File: config.mk
export PLATFORM = sky130hd
export DESIGN_NAME = axi4_noburst_slave_flat
export DESIGN_NICKNAME = d
export VERILOG_FILES = /design/src/rtl/axi4_pkg.sv /design/src/rtl/axi4_noburst_slave_if.sv /design/src/rtl/axi4_noburst_slave.sv /design/src/flat_wrapper.sv
export SDC_FILE = /design/constraint.sdc
export NUM_CORES = 1
export LEC_CHECK = 0
export CAP_MARGIN = 20
export CELL_PAD_IN_SITES_DETAIL_PLACEMENT = 2
export CELL_PAD_IN_SITES_GLOBAL_PLACEMENT = 2
export CORE_MARGIN = 5
export CORE_UTILIZATION = 35
export DETAILED_ROUTE_END_ITERATION = 16
export DONT_BUFFER_PORTS = 1
export PLACE_DENSITY_LB_ADDON = 0.1
export SLEW_MARGIN = 5
export SYNTH_ARGS = -nofsm -noshare
export SYNTH_HDL_FRONTEND = slang
export SYNTH_SLANG_ARGS = --single-unit
File: constraint.sdc
create_clock -name clk -period 3.2 [get_ports clk]
set_clock_uncertainty 0.05 [all_clocks]
set_input_delay 0.32 -clock clk [delete_from_list [all_inputs] [get_ports clk]]
set_output_delay 0.32 -clock clk [all_outputs]
set_load 0.03 [all_outputs]
File: src/rtl/axi4_pkg.sv
// Shared AXI4 definitions: response codes and the state encodings of the
// non-burst slave's write and read FSMs.
package axi4_pkg;

    localparam logic [1:0] RESP_OKAY   = 2'b00;
    localparam logic [1:0] RESP_SLVERR = 2'b10;

    typedef enum logic [2:0] {
        W_IDLE,
        W_EXEC,
        W_WAIT,
        W_RESP,
        W_DRAIN
    } wState_e;

    typedef enum logic [1:0] {
        R_IDLE,
        R_WAIT,
        R_RESP,
        R_ERR
    } rState_e;

endpackage

File: src/rtl/axi4_noburst_slave_if.sv
// AXI4 channel bundle (AW/W/B/AR/R) between a non-burst master and the slave.
interface axi4_noburst_slave_if #(
    parameter int DW = 32,
    parameter int AW = 32,
    parameter int IW = 4
);
    logic [AW-1:0]   S_AXI_AWADDR;
    logic [IW-1:0]   S_AXI_AWID;
    logic [7:0]      S_AXI_AWLEN;
    logic            S_AXI_AWVALID;
    logic            S_AXI_AWREADY;

    logic [DW-1:0]   S_AXI_WDATA;
    logic [DW/8-1:0] S_AXI_WSTRB;
    logic            S_AXI_WLAST;
    logic            S_AXI_WVALID;
    logic            S_AXI_WREADY;

    logic [1:0]      S_AXI_BRESP;
    logic [IW-1:0]   S_AXI_BID;
    logic            S_AXI_BVALID;
    logic            S_AXI_BREADY;

    logic [AW-1:0]   S_AXI_ARADDR;
    logic [IW-1:0]   S_AXI_ARID;
    logic [7:0]      S_AXI_ARLEN;
    logic            S_AXI_ARVALID;
    logic            S_AXI_ARREADY;

    logic [DW-1:0]   S_AXI_RDATA;
    logic [1:0]      S_AXI_RRESP;
    logic [IW-1:0]   S_AXI_RID;
    logic            S_AXI_RLAST;
    logic            S_AXI_RVALID;
    logic            S_AXI_RREADY;

    modport master (
        output S_AXI_AWADDR, S_AXI_AWID, S_AXI_AWLEN, S_AXI_AWVALID,
        input  S_AXI_AWREADY,
        output S_AXI_WDATA, S_AXI_WSTRB, S_AXI_WLAST, S_AXI_WVALID,
        input  S_AXI_WREADY,
        input  S_AXI_BRESP, S_AXI_BID, S_AXI_BVALID,
        output S_AXI_BREADY,
        output S_AXI_ARADDR, S_AXI_ARID, S_AXI_ARLEN, S_AXI_ARVALID,
        input  S_AXI_ARREADY,
        input  S_AXI_RDATA, S_AXI_RRESP, S_AXI_RID, S_AXI_RLAST, S_AXI_RVALID,
        output S_AXI_RREADY
    );

    modport slave (
        input  S_AXI_AWADDR, S_AXI_AWID, S_AXI_AWLEN, S_AXI_AWVALID,
        output S_AXI_AWREADY,
        input  S_AXI_WDATA, S_AXI_WSTRB, S_AXI_WLAST, S_AXI_WVALID,
        output S_AXI_WREADY,
        output S_AXI_BRESP, S_AXI_BID, S_AXI_BVALID,
        input  S_AXI_BREADY,
        input  S_AXI_ARADDR, S_AXI_ARID, S_AXI_ARLEN, S_AXI_ARVALID,
        output S_AXI_ARREADY,
        output S_AXI_RDATA, S_AXI_RRESP, S_AXI_RID, S_AXI_RLAST, S_AXI_RVALID,
        input  S_AXI_RREADY
    );

endinterface

File: src/rtl/axi4_noburst_slave.sv
// Single-beat AXI4 responder: turns AW/W and AR into one-cycle user strobes and
// returns the user's completion as B/R; bursts are drained and answered SLVERR.
module axi4_noburst_slave
    import axi4_pkg::*;
#(
    parameter int DW = 32,
    parameter int AW = 32,
    parameter int IW = 4
) (
    input  logic            clk,
    input  logic            resetn,
    axi4_noburst_slave_if.slave s_axi,

    output logic [AW-1:0]   U_WADDR,
    output logic [DW-1:0]   U_WDATA,
    output logic [DW/8-1:0] U_WSTRB,
    output logic            U_WRITE,
    input  logic            U_WDONE,
    input  logic [1:0]      U_WRESP,

    output logic [AW-1:0]   U_RADDR,
    output logic            U_READ,
    input  logic            U_RDONE,
    input  logic [DW-1:0]   U_RDATA,
    input  logic [1:0]      U_RRESP
);

    wState_e         wState_q;
    logic            awReady_q, wReady_q, awGot_q, wGot_q;
    logic [AW-1:0]   awAddr_q;
    logic [IW-1:0]   awId_q;
    logic [7:0]      awLen_q;
    logic [DW-1:0]   wData_q;
    logic [DW/8-1:0] wStrb_q;
    logic            wLast_q;
    logic            uWrite_q, bValid_q;
    logic [1:0]      bResp_q;
    logic [IW-1:0]   bId_q;

    rState_e         rState_q;
    logic            arReady_q, uRead_q, rValid_q, rLast_q;
    logic [AW-1:0]   arAddr_q;
    logic [IW-1:0]   arId_q;
    logic [7:0]      arLen_q, rCnt_q;
    logic [DW-1:0]   rData_q;
    logic [1:0]      rResp_q;
    logic [IW-1:0]   rId_q;

    logic            awHs, wHs, arHs;
    logic            awGot_d, wGot_d, wLast_d;
    logic [7:0]      awLen_d;
    logic [IW-1:0]   awId_d;

    assign awHs = s_axi.S_AXI_AWVALID & awReady_q;
    assign wHs  = s_axi.S_AXI_WVALID  & wReady_q;
    assign arHs = s_axi.S_AXI_ARVALID & arReady_q;

    // View of the AW/W capture including whatever handshakes this cycle
    assign awGot_d = awGot_q | awHs;
    assign wGot_d  = wGot_q  | wHs;
    assign awLen_d = awHs ? s_axi.S_AXI_AWLEN : awLen_q;
    assign awId_d  = awHs ? s_axi.S_AXI_AWID  : awId_q;
    assign wLast_d = wHs  ? s_axi.S_AXI_WLAST : wLast_q;

    always_ff @(posedge clk) begin
        if (!resetn) begin
            wState_q  <= W_IDLE;
            awReady_q <= 1'b0;
            wReady_q  <= 1'b0;
            awGot_q   <= 1'b0;
            wGot_q    <= 1'b0;
            awAddr_q  <= '0;
            awId_q    <= '0;
            awLen_q   <= '0;
            wData_q   <= '0;
            wStrb_q   <= '0;
            wLast_q   <= 1'b0;
            uWrite_q  <= 1'b0;
            bValid_q  <= 1'b0;
            bResp_q   <= RESP_OKAY;
            bId_q     <= '0;
        end else begin
            uWrite_q <= 1'b0;
            case (wState_q)
                W_IDLE: begin
                    if (awHs) begin
                        awAddr_q <= s_axi.S_AXI_AWADDR;
                        awId_q   <= s_axi.S_AXI_AWID;
                        awLen_q  <= s_axi.S_AXI_AWLEN;
                        awGot_q  <= 1'b1;
                    end
                    if (wHs) begin
                        wData_q <= s_axi.S_AXI_WDATA;
                        wStrb_q <= s_axi.S_AXI_WSTRB;
                        wLast_q <= s_axi.S_AXI_WLAST;
                        wGot_q  <= 1'b1;
                    end
                    awReady_q <= ~awGot_d;
                    wReady_q  <= ~wGot_d;
                    if (awGot_d && wGot_d) begin
                        awGot_q <= 1'b0;
                        wGot_q  <= 1'b0;
                        if (awLen_d == 8'd0) begin
                            uWrite_q <= 1'b1;
                            wState_q <= W_EXEC;
                        end else if (wLast_d) begin
                            bValid_q <= 1'b1;
                            bResp_q  <= RESP_SLVERR;
                            bId_q    <= awId_d;
                            wState_q <= W_RESP;
                        end else begin
                            wReady_q <= 1'b1;
                            wState_q <= W_DRAIN;
                        end
                    end
                end
                W_EXEC: wState_q <= W_WAIT;
                W_WAIT: begin
                    if (U_WDONE) begin
                        bValid_q <= 1'b1;
                        bResp_q  <= U_WRESP;
                        bId_q    <= awId_q;
                        wState_q <= W_RESP;
                    end
                end
                W_DRAIN: begin
                    if (wHs && s_axi.S_AXI_WLAST) begin
                        wReady_q <= 1'b0;
                        bValid_q <= 1'b1;
                        bResp_q  <= RESP_SLVERR;
                        bId_q    <= awId_q;
                        wState_q <= W_RESP;
                    end
                end
                W_RESP: begin
                    if (s_axi.S_AXI_BREADY) begin
                        bValid_q  <= 1'b0;
                        awReady_q <= 1'b1;
                        wReady_q  <= 1'b1;
                        wState_q  <= W_IDLE;
                    end
                end
                default: wState_q <= W_IDLE;
            endcase
        end
    end

    // Burst reads count beats so RLAST lands on beat ARLEN+1
    always_ff @(posedge clk) begin
        if (!resetn) begin
            rState_q  <= R_IDLE;
            arReady_q <= 1'b0;
            arAddr_q  <= '0;
            arId_q    <= '0;
            arLen_q   <= '0;
            rCnt_q    <= '0;
            uRead_q   <= 1'b0;
            rValid_q  <= 1'b0;
            rLast_q   <= 1'b0;
            rData_q   <= '0;
            rResp_q   <= RESP_OKAY;
            rId_q     <= '0;
        end else begin
            uRead_q <= 1'b0;
            case (rState_q)
                R_IDLE: begin
                    arReady_q <= 1'b1;
                    if (arHs) begin
                        arReady_q <= 1'b0;
                        arAddr_q  <= s_axi.S_AXI_ARADDR;
                        arId_q    <= s_axi.S_AXI_ARID;
                        arLen_q   <= s_axi.S_AXI_ARLEN;
                        if (s_axi.S_AXI_ARLEN == 8'd0) begin
                            uRead_q  <= 1'b1;
                            rState_q <= R_WAIT;
                        end else begin
                            rCnt_q   <= 8'd0;
                            rValid_q <= 1'b1;
                            rLast_q  <= 1'b0;
                            rData_q  <= '0;
                            rResp_q  <= RESP_SLVERR;
                            rId_q    <= s_axi.S_AXI_ARID;
                            rState_q <= R_ERR;
                        end
                    end
                end
                R_WAIT: begin
                    if (U_RDONE) begin
                        rData_q  <= U_RDATA;
                        rResp_q  <= U_RRESP;
                        rId_q    <= arId_q;
                        rLast_q  <= 1'b1;
                        rValid_q <= 1'b1;
                        rState_q <= R_RESP;
                    end
                end
                R_RESP: begin
                    if (s_axi.S_AXI_RREADY) begin
                        rValid_q  <= 1'b0;
                        rLast_q   <= 1'b0;
                        arReady_q <= 1'b1;
                        rState_q  <= R_IDLE;
                    end
                end
                R_ERR: begin
                    if (s_axi.S_AXI_RREADY) begin
                        if (rLast_q) begin
                            rValid_q  <= 1'b0;
                            rLast_q   <= 1'b0;
                            arReady_q <= 1'b1;
                            rState_q  <= R_IDLE;
                        end else begin
                            rCnt_q  <= rCnt_q + 8'd1;
                            rLast_q <= ((rCnt_q + 8'd1) == arLen_q);
                        end
                    end
                end
                default: rState_q <= R_IDLE;
            endcase
        end
    end

    assign s_axi.S_AXI_AWREADY = awReady_q;
    assign s_axi.S_AXI_WREADY  = wReady_q;
    assign s_axi.S_AXI_BVALID  = bValid_q;
    assign s_axi.S_AXI_BRESP   = bResp_q;
    assign s_axi.S_AXI_BID     = bId_q;
    assign s_axi.S_AXI_ARREADY = arReady_q;
    assign s_axi.S_AXI_RVALID  = rValid_q;
    assign s_axi.S_AXI_RDATA   = rData_q;
    assign s_axi.S_AXI_RRESP   = rResp_q;
    assign s_axi.S_AXI_RID     = rId_q;
    assign s_axi.S_AXI_RLAST   = rLast_q;

    assign U_WADDR = awAddr_q;
    assign U_WDATA = wData_q;
    assign U_WSTRB = wStrb_q;
    assign U_WRITE = uWrite_q;
    assign U_RADDR = arAddr_q;
    assign U_READ  = uRead_q;

endmodule

File: src/flat_wrapper.sv
// flat-port wrapper written by rule: the top's interface ports become plain ports
module axi4_noburst_slave_flat import axi4_pkg::*;
#(
    parameter int DW = 32,
    parameter int AW = 32,
    parameter int IW = 4
)
  (clk, resetn, U_WADDR, U_WDATA, U_WSTRB, U_WRITE, U_WDONE, U_WRESP, U_RADDR, U_READ, U_RDONE, U_RDATA, U_RRESP, s_axi_S_AXI_AWADDR, s_axi_S_AXI_AWID, s_axi_S_AXI_AWLEN, s_axi_S_AXI_AWVALID, s_axi_S_AXI_AWREADY, s_axi_S_AXI_WDATA, s_axi_S_AXI_WSTRB, s_axi_S_AXI_WLAST, s_axi_S_AXI_WVALID, s_axi_S_AXI_WREADY, s_axi_S_AXI_BRESP, s_axi_S_AXI_BID, s_axi_S_AXI_BVALID, s_axi_S_AXI_BREADY, s_axi_S_AXI_ARADDR, s_axi_S_AXI_ARID, s_axi_S_AXI_ARLEN, s_axi_S_AXI_ARVALID, s_axi_S_AXI_ARREADY, s_axi_S_AXI_RDATA, s_axi_S_AXI_RRESP, s_axi_S_AXI_RID, s_axi_S_AXI_RLAST, s_axi_S_AXI_RVALID, s_axi_S_AXI_RREADY);
  axi4_noburst_slave_if #(.DW(DW), .AW(AW), .IW(IW)) s_axi_i ();
  input  logic clk;
  input  logic resetn;
  output logic [AW-1:0] U_WADDR;
  output logic [DW-1:0] U_WDATA;
  output logic [DW/8-1:0] U_WSTRB;
  output logic U_WRITE;
  input  logic U_WDONE;
  input  logic [1:0] U_WRESP;
  output logic [AW-1:0] U_RADDR;
  output logic U_READ;
  input  logic U_RDONE;
  input  logic [DW-1:0] U_RDATA;
  input  logic [1:0] U_RRESP;
  input wire logic [$bits(s_axi_i.S_AXI_AWADDR)-1:0] s_axi_S_AXI_AWADDR;
  input wire logic [$bits(s_axi_i.S_AXI_AWID)-1:0] s_axi_S_AXI_AWID;
  input wire logic [$bits(s_axi_i.S_AXI_AWLEN)-1:0] s_axi_S_AXI_AWLEN;
  input wire logic [$bits(s_axi_i.S_AXI_AWVALID)-1:0] s_axi_S_AXI_AWVALID;
  output wire logic [$bits(s_axi_i.S_AXI_AWREADY)-1:0] s_axi_S_AXI_AWREADY;
  input wire logic [$bits(s_axi_i.S_AXI_WDATA)-1:0] s_axi_S_AXI_WDATA;
  input wire logic [$bits(s_axi_i.S_AXI_WSTRB)-1:0] s_axi_S_AXI_WSTRB;
  input wire logic [$bits(s_axi_i.S_AXI_WLAST)-1:0] s_axi_S_AXI_WLAST;
  input wire logic [$bits(s_axi_i.S_AXI_WVALID)-1:0] s_axi_S_AXI_WVALID;
  output wire logic [$bits(s_axi_i.S_AXI_WREADY)-1:0] s_axi_S_AXI_WREADY;
  output wire logic [$bits(s_axi_i.S_AXI_BRESP)-1:0] s_axi_S_AXI_BRESP;
  output wire logic [$bits(s_axi_i.S_AXI_BID)-1:0] s_axi_S_AXI_BID;
  output wire logic [$bits(s_axi_i.S_AXI_BVALID)-1:0] s_axi_S_AXI_BVALID;
  input wire logic [$bits(s_axi_i.S_AXI_BREADY)-1:0] s_axi_S_AXI_BREADY;
  input wire logic [$bits(s_axi_i.S_AXI_ARADDR)-1:0] s_axi_S_AXI_ARADDR;
  input wire logic [$bits(s_axi_i.S_AXI_ARID)-1:0] s_axi_S_AXI_ARID;
  input wire logic [$bits(s_axi_i.S_AXI_ARLEN)-1:0] s_axi_S_AXI_ARLEN;
  input wire logic [$bits(s_axi_i.S_AXI_ARVALID)-1:0] s_axi_S_AXI_ARVALID;
  output wire logic [$bits(s_axi_i.S_AXI_ARREADY)-1:0] s_axi_S_AXI_ARREADY;
  output wire logic [$bits(s_axi_i.S_AXI_RDATA)-1:0] s_axi_S_AXI_RDATA;
  output wire logic [$bits(s_axi_i.S_AXI_RRESP)-1:0] s_axi_S_AXI_RRESP;
  output wire logic [$bits(s_axi_i.S_AXI_RID)-1:0] s_axi_S_AXI_RID;
  output wire logic [$bits(s_axi_i.S_AXI_RLAST)-1:0] s_axi_S_AXI_RLAST;
  output wire logic [$bits(s_axi_i.S_AXI_RVALID)-1:0] s_axi_S_AXI_RVALID;
  input wire logic [$bits(s_axi_i.S_AXI_RREADY)-1:0] s_axi_S_AXI_RREADY;
  assign s_axi_i.S_AXI_AWADDR = s_axi_S_AXI_AWADDR;
  assign s_axi_i.S_AXI_AWID = s_axi_S_AXI_AWID;
  assign s_axi_i.S_AXI_AWLEN = s_axi_S_AXI_AWLEN;
  assign s_axi_i.S_AXI_AWVALID = s_axi_S_AXI_AWVALID;
  assign s_axi_S_AXI_AWREADY = s_axi_i.S_AXI_AWREADY;
  assign s_axi_i.S_AXI_WDATA = s_axi_S_AXI_WDATA;
  assign s_axi_i.S_AXI_WSTRB = s_axi_S_AXI_WSTRB;
  assign s_axi_i.S_AXI_WLAST = s_axi_S_AXI_WLAST;
  assign s_axi_i.S_AXI_WVALID = s_axi_S_AXI_WVALID;
  assign s_axi_S_AXI_WREADY = s_axi_i.S_AXI_WREADY;
  assign s_axi_S_AXI_BRESP = s_axi_i.S_AXI_BRESP;
  assign s_axi_S_AXI_BID = s_axi_i.S_AXI_BID;
  assign s_axi_S_AXI_BVALID = s_axi_i.S_AXI_BVALID;
  assign s_axi_i.S_AXI_BREADY = s_axi_S_AXI_BREADY;
  assign s_axi_i.S_AXI_ARADDR = s_axi_S_AXI_ARADDR;
  assign s_axi_i.S_AXI_ARID = s_axi_S_AXI_ARID;
  assign s_axi_i.S_AXI_ARLEN = s_axi_S_AXI_ARLEN;
  assign s_axi_i.S_AXI_ARVALID = s_axi_S_AXI_ARVALID;
  assign s_axi_S_AXI_ARREADY = s_axi_i.S_AXI_ARREADY;
  assign s_axi_S_AXI_RDATA = s_axi_i.S_AXI_RDATA;
  assign s_axi_S_AXI_RRESP = s_axi_i.S_AXI_RRESP;
  assign s_axi_S_AXI_RID = s_axi_i.S_AXI_RID;
  assign s_axi_S_AXI_RLAST = s_axi_i.S_AXI_RLAST;
  assign s_axi_S_AXI_RVALID = s_axi_i.S_AXI_RVALID;
  assign s_axi_i.S_AXI_RREADY = s_axi_S_AXI_RREADY;
  axi4_noburst_slave #(.DW(DW), .AW(AW), .IW(IW)) u_core (.clk(clk), .resetn(resetn), .s_axi(s_axi_i), .U_WADDR(U_WADDR), .U_WDATA(U_WDATA), .U_WSTRB(U_WSTRB), .U_WRITE(U_WRITE), .U_WDONE(U_WDONE), .U_WRESP(U_WRESP), .U_RADDR(U_RADDR), .U_READ(U_READ), .U_RDONE(U_RDONE), .U_RDATA(U_RDATA), .U_RRESP(U_RRESP));
endmodule
==> results.cfg <==
[status]
status = complete, no violations

[floorplan]
rows = 53
initial_core_util = 0.3538
die_w_um = 155.3
die_height_um = 155.3
die_area_um2 = 24120
core_um2 = 20890
num_io_pins = 322

[yosys]
synth_area_um2 = 7391
synth_top_area_share = 0.5201
synthAdderAreaFrac = 0.001693
post-synth-top-area-cell = dfxtp_1
ys_ff_latch = 192
synth_most_common_cell = nand2_1
synthDistinctLibCells = 54
synthMuxAreaShare = 0.02048
syn-num-nets = 1078
syn_inst = 907
synth-compound-area-share = 0.1861
async_flop_share = 0
yosys.area_share.xor_xnor = 0.01185
avgSynthCellArea_um2 = 8.149
synth_edf_count = 0
synthTopCellsByArea = dfxtp_1, nand2_1, a21oi_1, a22oi_1, nor2_1
ys_warn_count = 0
synthTopCellsByCount = nand2_1, dfxtp_1, a21oi_1
ys_seq_area_frac = 0.5201
yosys_most_used_dff = dfxtp_1
synthSimpleGateAreaFrac = 0.2187
synth_top_family_by_area = simple AND/OR/NAND/NOR gates

[cts]
cts_tree = built
clock_latency_ps = 440
root_buffer = clkbuf_16
cts_buffers = 17
path_clk_slew_ps = 80
cts_max_level = 4
clockBufferDepth = 2
cts.sinks = 192

[sta]
setup_tns_ps = 0
hold_viol = 0
period_needed_ps = 2301
worst_slew_margin_rel = 0.3714
rsz0062_at_grt = no
finalCritPeriodShare = 0.7191
slew_violations = 0
fmaxAchievable_mhz = 434.6
worstMarginPinSlew_ps = 942.9
setup-violations-final = 0
setup_ws_ps = 898.9

[worst_setup_path]
slowest_stage = nor2_4
path_delay_family = simple AND/OR/NAND/NOR gates
path_max_fanout = 37
critPathKind = reg2reg
path_buf_inv = 0
worstSetupStartpointType = flop
slowest_delay_ps = 730
end_kind = flop
crit_arrival_ps = 2600
path_cells = or3_1, nor2_4, nand2_1, a21oi_1
required_ps = 3500

[detailed_routing]
routed-wl-met3_um = 2359
dr_wl_met2_um = 16080
wirelength_met1_um = 10780
routedWlPerCell_um = 22.64
drt_iter0_drc = 258
routed.top_layer = met5
vias_per_cell = 5.359
first_pass_iters = 5
vias = 7074
wl_um = 29880
ant_nets = 0
drcViolationCount = 0

[layout]
regArea_um2 = 3844
layout-drive-gt1-share = 0.06603
multiInputGateArea_um2 = 3261
fill_cells = 2224
area_delta_synth_final_pct = 32.32
diodes = 0
finalNetCount = 1203

[global_route]
gr-total-overflow = 0
antenna_found_initial = 1
grt_use_total = 0.2371
grt_max_degree = 87
grt_pass1_vias = 8114
grt_pass1_wl_um = 45590

[placement]
gp_congestion = 0.7999
place_ws_ps = 978.6
hpwl_um = 18260
numPortBuffers = 0

[min_path]
hold_path.class = in2reg

[power]
vdd_drop_max_uv = 384.9
power.leakage_nw = 3.533
p_per_area_nw_per_um2 = 741.5

[job]
max_cap_violations = 0
## metrics by stage
stage	cells	hold WS (ps)	total power [mW]	util	instance area, um^2
floorplan	907	383.8	4.510	-	7391
global placement	1130	389.4	4.804	0.3625	7572
detailed placement	1130	398.7	4.909	0.3625	7572
CTS	1319	1.311	7.269	0.4668	9752
global route	1320	0.5792	7.625	0.4682	9779
finish	1320	27.84	7.251	0.4682	9779
## path summary, 6_finish.rpt
check	from	end	slack [ps]	cells after the start
worst max-delay path	u_core.wState_q[2]	u_core.U_WDATA[21]	900	4
worst min register to register	u_core.arId_q[2]	u_core.arId_q[2]	410	2
worst max register to register	u_core.wState_q[2]	u_core.U_WDATA[21]	900	4
worst min-delay path	s_axi_S_AXI_RREADY	u_core.rCnt_q[3]	30	2
## state kept, by name (all words and copies together) (netlist names), 4 cells and up
name,flops
u_core.U_WADDR,32
u_core.s_axi.S_AXI_RDATA,32
u_core.s_axi.S_AXI_BID,4
u_core.awId_q,4
u_core.U_RADDR,32
u_core.U_WSTRB,4
u_core.rCnt_q,8
u_core.awLen_q,8
u_core.U_WDATA,32
u_core.arLen_q,8
u_core.arId_q,4
u_core.s_axi.S_AXI_RID,4
## cells by family (layout without fill, tap and decap cells)
family | count (synthesis) | in the layout
adder cells (fa/ha/maj) | 1 | 1
AND/OR/NAND/NOR | 385 | 385
XOR/XNOR | 10 | 10
multiplexers | 14 | 14
buffers and inverters | 69 | 207
AO/OA/AOI/OAI | 236 | 236
flip-flops | 192 | 192
## routing by layer
layer  GRT usage  up-vias
met4     0.06503        2
li1            -     3307
met2      0.4502      241
met3     0.08345       49
met1      0.2457     3475
met5           0        -
## power by group
group	internal, mW	switching, mW	leakage (nW)
combinational	0.572	0.958	1.68
clock	1.07	1.11	0.292
sequential	2.71	0.828	1.56
total	4.35	2.90	3.53
## timing repair
item | in CTS | in global routing
resized for setup | 0 | 0
setup buffers | 0 | 0
endpoints found under the hold margin | 163 | 0
hold buffers | 157 | 0
setup endpoints to repair | 0 | 0
## placed cells by master (no fill, tap or decap), types with 3 or more instances in the layout
cell and n:
clkinv_8 5, nand2b_1 4, nor2b_1 3, inv_6 4, and3_1 4, nor4_1 6, a22oi_1 33, xnor2_1 7
inv_1 4, o21ai_0 17, a31oi_1 4, and2_1 3, or3_1 3, nand3_1 9, mux2i_1 8, nor2_1 57
xor2_1 3, nor2_4 3, dlygate4sd3_1 157, nand2_1 268, nor3_1 9, nand4_1 3, a311oi_1 4, buf_4 11
a21oi_1 156, mux2_2 5, clkbuf_16 17, dfxtp_1 192, inv_8 3
## final cells by class
class | instances | share of cell area
clock inverter | 15 | 0.01868
inverter | 5 | 0.002175
tap | 275 | 0.03518
clock buffer | 17 | 0.04350
sequential | 192 | 0.3930
timing repair buffer | 170 | 0.1740
multi-input combinational | 646 | 0.3334
(Power assumes the default switching activity.)
